**src/rtl/dmem_mmio_pkg.sv**
```systemverilog
// Shared constants and types for the data-memory / MMIO responder.
package dmem_mmio_pkg;

  // Byte offsets of the registers inside the 32-byte MMIO window.
  localparam logic [4:0] OFF_TXDATA  = 5'h00;
  localparam logic [4:0] OFF_STATUS  = 5'h04;
  localparam logic [4:0] OFF_CYCLE   = 5'h08;
  localparam logic [4:0] OFF_TIMECMP = 5'h0C;
  localparam logic [4:0] OFF_IRQ_EN  = 5'h10;

  // STATUS register bit positions.
  localparam int ST_FULL      = 0;
  localparam int ST_EMPTY     = 1;
  localparam int ST_OVERFLOW  = 2;
  localparam int ST_UNMAPPED  = 3;
  localparam int ST_COUNT_LSB = 8;
  localparam int ST_COUNT_W   = 7;

  // Which region the current address decodes to.
  typedef enum logic [1:0] {
    REG_RAM,
    REG_MMIO,
    REG_NONE
  } region_t;

endpackage

```
**src/rtl/dmem_mmio_if.sv**
```systemverilog
// Core data port plus TX byte stream and timer interrupt.
interface dmem_mmio_if;
  logic        mem_we;
  logic [31:0] addr;
  logic [31:0] wdata;
  logic [31:0] rdata;
  logic        tx_valid;
  logic [7:0]  tx_data;
  logic        tx_ready;
  logic        timer_irq;

  // Core / downstream side.
  modport master (
    output mem_we, addr, wdata, tx_ready,
    input  rdata, tx_valid, tx_data, timer_irq
  );

  // Memory responder side.
  modport slave (
    input  mem_we, addr, wdata, tx_ready,
    output rdata, tx_valid, tx_data, timer_irq
  );
endinterface

```
**src/rtl/dmem_mmio_sync_fifo.sv**
```systemverilog
// Registered synchronous FIFO with count, full/empty and an overflow pulse.
// The head is presented combinationally from storage; empty shows zero.
module sync_fifo #(
  parameter int WIDTH = 8,
  parameter int DEPTH = 8,
  localparam int PW   = $clog2(DEPTH),
  localparam int CW   = PW + 1
) (
  input  logic             clk,
  input  logic             reset,
  input  logic             push_i,
  input  logic             pop_i,
  input  logic [WIDTH-1:0] wdata_i,
  output logic [WIDTH-1:0] rdata_o,
  output logic             full_o,
  output logic             empty_o,
  output logic [CW-1:0]    count_o,
  output logic             overflow_o
);

  logic [WIDTH-1:0] mem_q [DEPTH];
  logic [PW-1:0]    wr_ptr_q, wr_ptr_d;
  logic [PW-1:0]    rd_ptr_q, rd_ptr_d;
  logic [CW-1:0]    count_q, count_d;
  logic             push_ok, pop_ok;

  assign full_o  = (count_q == CW'(DEPTH));
  assign empty_o = (count_q == '0);
  assign count_o = count_q;
  assign rdata_o = empty_o ? '0 : mem_q[rd_ptr_q];

  // A pop frees the slot the push needs, so a full FIFO still accepts.
  assign pop_ok     = pop_i & ~empty_o;
  assign push_ok    = push_i & (~full_o | pop_ok);
  assign overflow_o = push_i & full_o & ~pop_ok;

  // Next pointer and occupancy.
  always_comb begin
    // NOTE: every always_comb output gets a default first so no path leaves
    // it unassigned, which would otherwise infer a latch.
    wr_ptr_d = wr_ptr_q;
    rd_ptr_d = rd_ptr_q;
    count_d  = count_q;
    if (push_ok) wr_ptr_d = wr_ptr_q + PW'(1);
    if (pop_ok)  rd_ptr_d = rd_ptr_q + PW'(1);
    count_d = count_q + CW'(push_ok) - CW'(pop_ok);
  end

  // Pointer and count registers, cleared asynchronously.
  always_ff @(posedge clk or posedge reset) begin
    if (reset) begin
      // NOTE: state registers use non-blocking assignment so every flop
      // samples pre-edge values regardless of block ordering.
      wr_ptr_q <= '0;
      rd_ptr_q <= '0;
      count_q  <= '0;
    end else begin
      wr_ptr_q <= wr_ptr_d;
      rd_ptr_q <= rd_ptr_d;
      count_q  <= count_d;
    end
  end

  // Storage write port.
  // NOTE: storage is deliberately not reset; the cleared count makes stale
  // entries unreachable and lets the array map onto plain RAM cells.
  always_ff @(posedge clk) begin
    if (push_ok) mem_q[wr_ptr_q] <= wdata_i;
  end

endmodule

```
**src/rtl/dmem_mmio.sv**
```systemverilog
// Data-port responder: word RAM plus MMIO window with TX FIFO, free-running
// cycle counter and compare-based timer interrupt. Reads are combinational.
module dmem_mmio
  import dmem_mmio_pkg::*;
#(
  parameter int          DEPTH_WORDS = 64,
  parameter int          FIFO_DEPTH  = 8,
  parameter logic [31:0] MMIO_BASE   = 32'h0000_1000
) (
  input logic        clk,
  input logic        reset,
  dmem_mmio_if.slave bus
);

  localparam int AW = $clog2(DEPTH_WORDS);
  localparam int CW = $clog2(FIFO_DEPTH) + 1;

  region_t       region;
  logic [4:0]    offset;
  logic [AW-1:0] ram_idx;
  logic [31:0]   ram_q [DEPTH_WORDS];

  logic ram_we, wr_mmio, wr_unmapped;
  logic wr_txdata, wr_status, wr_cycle, wr_timecmp, wr_irq_en;

  logic          fifo_full, fifo_empty, fifo_ovf;
  logic [CW-1:0] fifo_count;

  logic [31:0] cycle_q, cycle_d;
  logic [31:0] timecmp_q, timecmp_d;
  logic        irq_en_q, irq_en_d;
  logic        ovf_q, ovf_d;
  logic        unm_q, unm_d;
  logic        irq_q, irq_d;
  logic [31:0] status;

  // Word-aligned access only; the byte lane bits carry no meaning here.
  logic unused_addr_lsbs;
  assign unused_addr_lsbs = ^bus.addr[1:0];

  assign offset  = {bus.addr[4:2], 2'b00};
  assign ram_idx = bus.addr[AW+1:2];

  // Address decode: RAM at the bottom, MMIO window at MMIO_BASE.
  always_comb begin
    region = REG_NONE;
    if (bus.addr[31:AW+2] == '0)                 region = REG_RAM;
    else if (bus.addr[31:5] == MMIO_BASE[31:5])  region = REG_MMIO;
  end

  assign ram_we      = bus.mem_we & (region == REG_RAM) & ~reset;
  assign wr_mmio     = bus.mem_we & (region == REG_MMIO);
  assign wr_unmapped = bus.mem_we & (region == REG_NONE);
  assign wr_txdata   = wr_mmio & (offset == OFF_TXDATA);
  assign wr_status   = wr_mmio & (offset == OFF_STATUS);
  assign wr_cycle    = wr_mmio & (offset == OFF_CYCLE);
  assign wr_timecmp  = wr_mmio & (offset == OFF_TIMECMP);
  assign wr_irq_en   = wr_mmio & (offset == OFF_IRQ_EN);

  // Word RAM write port; contents survive reset.
  always_ff @(posedge clk) begin
    if (ram_we) ram_q[ram_idx] <= bus.wdata;
  end

  sync_fifo #(
    .WIDTH (8),
    .DEPTH (FIFO_DEPTH)
  ) u_tx_fifo (
    .clk        (clk),
    .reset      (reset),
    .push_i     (wr_txdata),
    .pop_i      (bus.tx_ready),
    .wdata_i    (bus.wdata[7:0]),
    .rdata_o    (bus.tx_data),
    .full_o     (fifo_full),
    .empty_o    (fifo_empty),
    .count_o    (fifo_count),
    .overflow_o (fifo_ovf)
  );

  assign bus.tx_valid  = ~fifo_empty;
  assign bus.timer_irq = irq_q;

  // Next state of the MMIO registers; sticky sets beat same-cycle W1C.
  always_comb begin
    cycle_d   = wr_cycle ? bus.wdata : cycle_q + 32'd1;
    timecmp_d = wr_timecmp ? bus.wdata : timecmp_q;
    irq_en_d  = wr_irq_en ? bus.wdata[0] : irq_en_q;
    ovf_d     = ovf_q;
    unm_d     = unm_q;
    if (wr_status && bus.wdata[ST_OVERFLOW]) ovf_d = 1'b0;
    if (wr_status && bus.wdata[ST_UNMAPPED]) unm_d = 1'b0;
    if (fifo_ovf)    ovf_d = 1'b1;
    if (wr_unmapped) unm_d = 1'b1;
    irq_d = irq_en_q & (cycle_q >= timecmp_q);
  end

  // MMIO register state.
  always_ff @(posedge clk or posedge reset) begin
    if (reset) begin
      cycle_q   <= '0;
      timecmp_q <= 32'hFFFF_FFFF;
      irq_en_q  <= 1'b0;
      ovf_q     <= 1'b0;
      unm_q     <= 1'b0;
      irq_q     <= 1'b0;
    end else begin
      cycle_q   <= cycle_d;
      timecmp_q <= timecmp_d;
      irq_en_q  <= irq_en_d;
      ovf_q     <= ovf_d;
      unm_q     <= unm_d;
      irq_q     <= irq_d;
    end
  end

  // STATUS image.
  always_comb begin
    status                                 = '0;
    status[ST_FULL]                        = fifo_full;
    status[ST_EMPTY]                       = fifo_empty;
    status[ST_OVERFLOW]                    = ovf_q;
    status[ST_UNMAPPED]                    = unm_q;
    status[ST_COUNT_LSB +: ST_COUNT_W]     = ST_COUNT_W'(fifo_count);
  end

  // Zero-latency read mux; unmapped and reserved offsets read zero.
  always_comb begin
    bus.rdata = '0;
    case (region)
      REG_RAM:  bus.rdata = ram_q[ram_idx];
      REG_MMIO: begin
        case (offset)
          OFF_STATUS:  bus.rdata = status;
          OFF_CYCLE:   bus.rdata = cycle_q;
          OFF_TIMECMP: bus.rdata = timecmp_q;
          OFF_IRQ_EN:  bus.rdata = {31'd0, irq_en_q};
          default:     bus.rdata = '0;
        endcase
      end
      default:  bus.rdata = '0;
    endcase
  end

endmodule

```
**src/flat_wrapper.sv**
```systemverilog
// flat-port wrapper written by rule: the top's interface ports become plain ports
module dmem_mmio_flat import dmem_mmio_pkg::*;
#(
  parameter int          DEPTH_WORDS = 64,
  parameter int          FIFO_DEPTH  = 8,
  parameter logic [31:0] MMIO_BASE   = 32'h0000_1000
)
  (clk, reset, bus_mem_we, bus_addr, bus_wdata, bus_tx_ready, bus_rdata, bus_tx_valid, bus_tx_data, bus_timer_irq);
  dmem_mmio_if bus_i ();
  input logic clk;
  input logic reset;
  input wire logic [$bits(bus_i.mem_we)-1:0] bus_mem_we;
  input wire logic [$bits(bus_i.addr)-1:0] bus_addr;
  input wire logic [$bits(bus_i.wdata)-1:0] bus_wdata;
  input wire logic [$bits(bus_i.tx_ready)-1:0] bus_tx_ready;
  output wire logic [$bits(bus_i.rdata)-1:0] bus_rdata;
  output wire logic [$bits(bus_i.tx_valid)-1:0] bus_tx_valid;
  output wire logic [$bits(bus_i.tx_data)-1:0] bus_tx_data;
  output wire logic [$bits(bus_i.timer_irq)-1:0] bus_timer_irq;
  assign bus_i.mem_we = bus_mem_we;
  assign bus_i.addr = bus_addr;
  assign bus_i.wdata = bus_wdata;
  assign bus_i.tx_ready = bus_tx_ready;
  assign bus_rdata = bus_i.rdata;
  assign bus_tx_valid = bus_i.tx_valid;
  assign bus_tx_data = bus_i.tx_data;
  assign bus_timer_irq = bus_i.timer_irq;
  dmem_mmio #(.DEPTH_WORDS(DEPTH_WORDS), .FIFO_DEPTH(FIFO_DEPTH), .MMIO_BASE(MMIO_BASE)) u_core (.clk(clk), .reset(reset), .bus(bus_i));
endmodule
```
**config.mk**
```make
export PLATFORM = sky130hd
export DESIGN_NAME = dmem_mmio_flat
export DESIGN_NICKNAME = d
export VERILOG_FILES = /design/src/rtl/dmem_mmio_pkg.sv /design/src/rtl/dmem_mmio_if.sv /design/src/rtl/dmem_mmio_sync_fifo.sv /design/src/rtl/dmem_mmio.sv /design/src/flat_wrapper.sv
export SDC_FILE = /design/constraint.sdc
export NUM_CORES = 2
export LEC_CHECK = 0
export CAP_MARGIN = 30
export CORE_AREA = 2 2 441 443
export DETAILED_ROUTE_END_ITERATION = 10
export DIE_AREA = 0 0 443 445
export MAX_ROUTING_LAYER = met4
export PLACE_DENSITY = 0.72
export SKIP_CTS_REPAIR_TIMING = 1
export SYNTH_ARGS = -nofsm -noshare
export SYNTH_HDL_FRONTEND = slang
export SYNTH_SLANG_ARGS = --single-unit
```
**constraint.sdc**
```tcl
create_clock -name clk -period 4.55 [get_ports clk]
set_input_delay 1.365 -clock clk [delete_from_list [all_inputs] [get_ports clk]]
set_output_delay 1.365 -clock clk [all_outputs]
set_load 0.1 [all_outputs]
```
==> run summary <==
The critical path capture point type is an output pin. The maximum count of clock buffers along a single path is 3. The endpoint of the most critical register-to-register path is u_core.u_tx_fifo.count_o[2]$_DFF_PP0_.

The checks that failed: negative setup slack. The cell sitting at the root of the clock tree is a sky130_fd_sc_hd__clkbuf_16. The count of distinct cell types in the synthesized netlist came out at 79. The actual transition at the worst max-transition pin is 1.156 ns. The clock latency at the later pin of the worst-skew pair is 0.84 ns. The layout overhead on the synthesized area is 23.56%. For this run, design rule violations remaining after detail routing come to 0. The placer congestion estimate is 0.9597. The via count of the first global-routing pass came out at 47740.

The end point of the most critical hold path is u_core.u_tx_fifo.wr_ptr_q[0]$_DFFE_PP0P_. The setup slack on the worst flop-to-flop path came out at 1.89 ns. The initial antenna violation count came out at 14. The startpoint identified for the worst hold timing path is u_core.u_tx_fifo.wr_ptr_q[0]$_DFFE_PP0P_. The starting utilization of the core area came out at 0.4488. The global-route wire length before repair is 365500 um. The number of vias per cell is 6.333. The horizontal extent of the die is 443 um. The iteration-0 DRC count of the detailed router came out at 8726. The iteration count of the initial detailed-routing pass is 6. TritonCTS built the clock tree. For this run, the number of Yosys warnings is 0.

The power density of the placed cells came out at 397.7 nW/um^2. The average wire length per cell after detail routing came out at 34.44 um. CTS built an H-tree with a depth of 4.

The overall via count from detail_route came out at 49440. By startpoint and endpoint, the worst setup path is classified as primary input to output pin. In the global route stage, overall resource usage came out at 0.2724. The area of the core is 192000 sq um. Setup repair after global routing could not meet its margin everywhere.

The signal arrival time at the worst endpoint is 3.76 ns. The headroom to the max-slew limit is 0.2282. The leakage power total is 35.37 nW. The startpoint type of the worst setup path is a primary input. The total I/O pin count came out at 110. Across the VDD grid, the largest voltage drop is 371.1 uV.

The final-report max-slew violation count came out at 0. The summed area of non-filler cells in the final layout is 106500 sq um. The die footprint came out at 197100 sq um. The worst hold slack is 0.5136 ns. The average instance in the mapped netlist occupies 20.56 sq um.

After floorplanning, the core was divided into 161 placement rows. The number of buffer cells added on primary ports is 107. In the final layout, the share of cells above drive strength 1 is 0.3685. The number of endpoints with negative hold slack in the final report is 0.

After layout, the worst setup slack is -0.5753 ns. The final number of setup-violating endpoints came out at 32. At the worst endpoint, the required time is 3.18 ns. The sequential-to-total area share from yosys stat came out at 0.7592. The sum of routed wire length over all layers is 268900 um.

The share of synthesized registers carrying an async set or reset came out at 0.03562. The number of enable flip-flop cells after synthesis is 2112. The cell count of the worst hold path is 2. The number of storage elements in the synthesis netlist is 2190. The number of nets with antenna violations after detailed routing is 0.

For the worst flop-to-flop path, the logic depth is 14. The TritonCTS buffer count is 207. The detailed placer's ending HPWL came out at 171200 um. The setup skew after layout is 0.02990 ns. Measured on the finished design, the core utilization comes to 0.5545. The flow ran to the end, but the final reports show violations. The peak fanout along the critical path came out at 7. The portion of the clock cycle consumed by the worst path in the final layout came out at 1.126.

The completed layout was analyzed and its total power is 42.34 mW. Summing every instance area after synthesis gives 86160 sq um. The minimum clock period is 5.125 ns. The worst hold path belongs to the class register to register. The placed standard-cell area came out at 97730 sq um.

The count of max-cap constraint violations came out at 0. The total grt overflow is 0. The die outline height is 445 um. The highest attainable clock frequency came out at 195.1 MHz. The beginning of the worst register-to-register path is u_core.u_tx_fifo.count_o[2]$_DFF_PP0_. The maximum number of pins on one net before global-route repair is 76. The synthesized instance count came out at 4190. The top flip-flop cell by instance count after synthesis is sky130_fd_sc_hd__edfxtp_1. The clock input transition at the sequential cells of the worst setup and hold paths is 0.06 ns. The clock net sink count is 2190. The net count reported at finish came out at 5216.

When the netlist entered floorplanning its net count stood at 4300.
## worst max path at each step
| stage | startpoint | endpoint | slack (ns) | cells after the start |
|---|---|---|---|---|
| finish | bus_addr[7] | bus_rdata[29] | -0.58 | 10 |
| global route | bus_addr[27] | bus_rdata[30] | -0.57 | 10 |
| CTS | bus_addr[8] | bus_rdata[25] | -1.18 | 12 |
| detailed placement | bus_addr[8] | bus_rdata[25] | -1.16 | 12 |
| global placement | bus_addr[26] | bus_rdata[25] | -1.15 | 12 |
| floorplan | bus_addr[8] | bus_rdata[26] | -0.34 | 6 |
## power by group
group / leakage [nW] / total (mW) / internal [mW] / switching [mW]
sequential: 19.9 / 22.2 / 22.1 / 0.0957
combinational: 12.3 / 3.56 / 1.37 / 2.20
clock: 3.14 / 16.6 / 9.05 / 7.51
total: 35.4 / 42.3 / 32.5 / 9.80
## sequential cells by signal (all words and copies together), names as in the netlist
register	cells
u_core.u_tx_fifo.mem_q	64
u_core.bus.timer_irq	1
u_core.u_tx_fifo.count_o	4
u_core.u_tx_fifo.wr_ptr_q	3
u_core.irq_en_q	1
u_core.unm_q	1
u_core.ovf_q	1
u_core.cycle_q	32
u_core.timecmp_q	32
u_core.u_tx_fifo.rd_ptr_q	3
u_core.ram_q	2048
## metal layers
| metal | GRT usage | wire length (um) | up-vias |
|---|---|---|---|
| li1 | - | - | 19290 |
| met2 | 0.4101 | 125000 | 3885 |
| met3 | 0.06860 | 36240 | 709 |
| met5 | - | 0 | - |
| met1 | 0.3530 | 93350 | 25560 |
| met4 | 0.1188 | 14320 | 0 |
## synth_stat cells, types with 6 or more instances
cell / number / area, sq um
sky130_fd_sc_hd__a2111oi_0: 8 / 70.07
sky130_fd_sc_hd__a211oi_1: 11 / 82.58
sky130_fd_sc_hd__a21o_1: 10 / 75.07
sky130_fd_sc_hd__a21oi_1: 107 / 535.5
sky130_fd_sc_hd__a221o_1: 6 / 60.06
sky130_fd_sc_hd__a221oi_1: 29 / 254.0
sky130_fd_sc_hd__a22o_1: 9 / 78.83
sky130_fd_sc_hd__a22oi_1: 91 / 683.2
sky130_fd_sc_hd__a31oi_1: 19 / 118.9
sky130_fd_sc_hd__and2_1: 7 / 43.79
sky130_fd_sc_hd__and3_1: 6 / 37.54
sky130_fd_sc_hd__buf_1: 18 / 67.56
sky130_fd_sc_hd__buf_2: 65 / 325.3
sky130_fd_sc_hd__buf_4: 19 / 142.6
sky130_fd_sc_hd__buf_6: 44 / 495.5
sky130_fd_sc_hd__buf_8: 9 / 135.1
sky130_fd_sc_hd__clkbuf_1: 64 / 240.2
sky130_fd_sc_hd__dfrtp_1: 46 / 1151
sky130_fd_sc_hd__dfstp_2: 32 / 840.8
sky130_fd_sc_hd__edfxtp_1: 2112 / 63420
sky130_fd_sc_hd__ha_1: 41 / 513.0
sky130_fd_sc_hd__inv_1: 54 / 202.7
sky130_fd_sc_hd__mux2_1: 30 / 337.8
sky130_fd_sc_hd__mux2_2: 13 / 146.4
sky130_fd_sc_hd__mux2i_1: 198 / 1982
sky130_fd_sc_hd__mux4_1: 10 / 262.8
sky130_fd_sc_hd__mux4_2: 450 / 10130
sky130_fd_sc_hd__nand2_1: 119 / 446.7
sky130_fd_sc_hd__nand2b_1: 13 / 81.33
sky130_fd_sc_hd__nand3_1: 59 / 295.3
sky130_fd_sc_hd__nand4_1: 23 / 143.9
sky130_fd_sc_hd__nor2_1: 176 / 660.6
sky130_fd_sc_hd__nor2b_1: 12 / 75.07
sky130_fd_sc_hd__nor3_1: 29 / 145.1
sky130_fd_sc_hd__nor4_1: 7 / 43.79
sky130_fd_sc_hd__o211ai_1: 9 / 67.56
sky130_fd_sc_hd__o21ai_0: 55 / 275.3
sky130_fd_sc_hd__o221ai_1: 10 / 87.58
sky130_fd_sc_hd__o22ai_1: 57 / 356.6
sky130_fd_sc_hd__o32ai_1: 7 / 61.31
sky130_fd_sc_hd__xnor2_1: 18 / 157.7
sky130_fd_sc_hd__xor2_1: 17 / 148.9
## worst max-delay path: stages
cell	delay [ns]
sky130_fd_sc_hd__clkbuf_4	0.20
sky130_fd_sc_hd__buf_4	0.23
sky130_fd_sc_hd__buf_4	0.19
sky130_fd_sc_hd__nand2_1	0.29
sky130_fd_sc_hd__buf_4	0.25
sky130_fd_sc_hd__o22ai_1	0.08
sky130_fd_sc_hd__o21ai_0	0.27
sky130_fd_sc_hd__o211ai_1	0.25
sky130_fd_sc_hd__o32ai_4	0.38
sky130_fd_sc_hd__buf_12	0.23
## metrics by stage
step	TNS (ns)	cells	worst slack [ns]
2_1_floorplan	-13.66	4190	-0.3366
3_3_place_gp	-27.61	7323	-1.150
3_5_place_dp	-28.92	7332	-1.162
4_1_cts	-29.14	7711	-1.181
5_1_grt	-15.20	7806	-0.5697
6_report	-15.15	7807	-0.5753
## cells in the final DEF, fill, tap and decap left out, types with 32 or more instances in the layout
cell type and n:
sky130_fd_sc_hd__edfxtp_1 2112, sky130_fd_sc_hd__buf_4 591, sky130_fd_sc_hd__mux4_2 451, sky130_fd_sc_hd__clkbuf_16 218
sky130_fd_sc_hd__buf_12 206, sky130_fd_sc_hd__mux2i_1 191, sky130_fd_sc_hd__nand2_1 109, sky130_fd_sc_hd__nor2_1 102
sky130_fd_sc_hd__a21oi_1 102, sky130_fd_sc_hd__nor2_4 70, sky130_fd_sc_hd__a22oi_1 70, sky130_fd_sc_hd__inv_1 53
sky130_fd_sc_hd__clkinv_1 49, sky130_fd_sc_hd__clkbuf_1 46, sky130_fd_sc_hd__dfrtp_1 46, sky130_fd_sc_hd__nand3_1 45
sky130_fd_sc_hd__clkinv_2 41, sky130_fd_sc_hd__ha_1 41, sky130_fd_sc_hd__buf_6 39, sky130_fd_sc_hd__o22ai_1 38
sky130_fd_sc_hd__o21ai_0 34, sky130_fd_sc_hd__buf_2 32, sky130_fd_sc_hd__dfstp_2 32
## area by class of cell
cell class                 instances  area (sq um)
sequential                      2190         65410
clock buffer                     256          5416
tap                             2526          3161
clock inverter                   123          1027
inverter                          56         214.0
antenna                            5         12.51
multi-input combinational       1724         21040
fill                           13940         85520
timing repair buffer             927         10180
## cells by family after synthesis
kind of cell | Yosys count | synth area share
DFF | 2190 | 0.7592
muxes | 701 | 0.1493
and+or+nand+nor | 487 | 0.02691
AOI/OAI and AO/OA | 458 | 0.03566
buffers and inverters | 277 | 0.01923
adders and majority gates | 42 | 0.006186
xor gates and xnor gates | 35 | 0.003558
No activity file was read; power rests on OpenSTA's default activity.
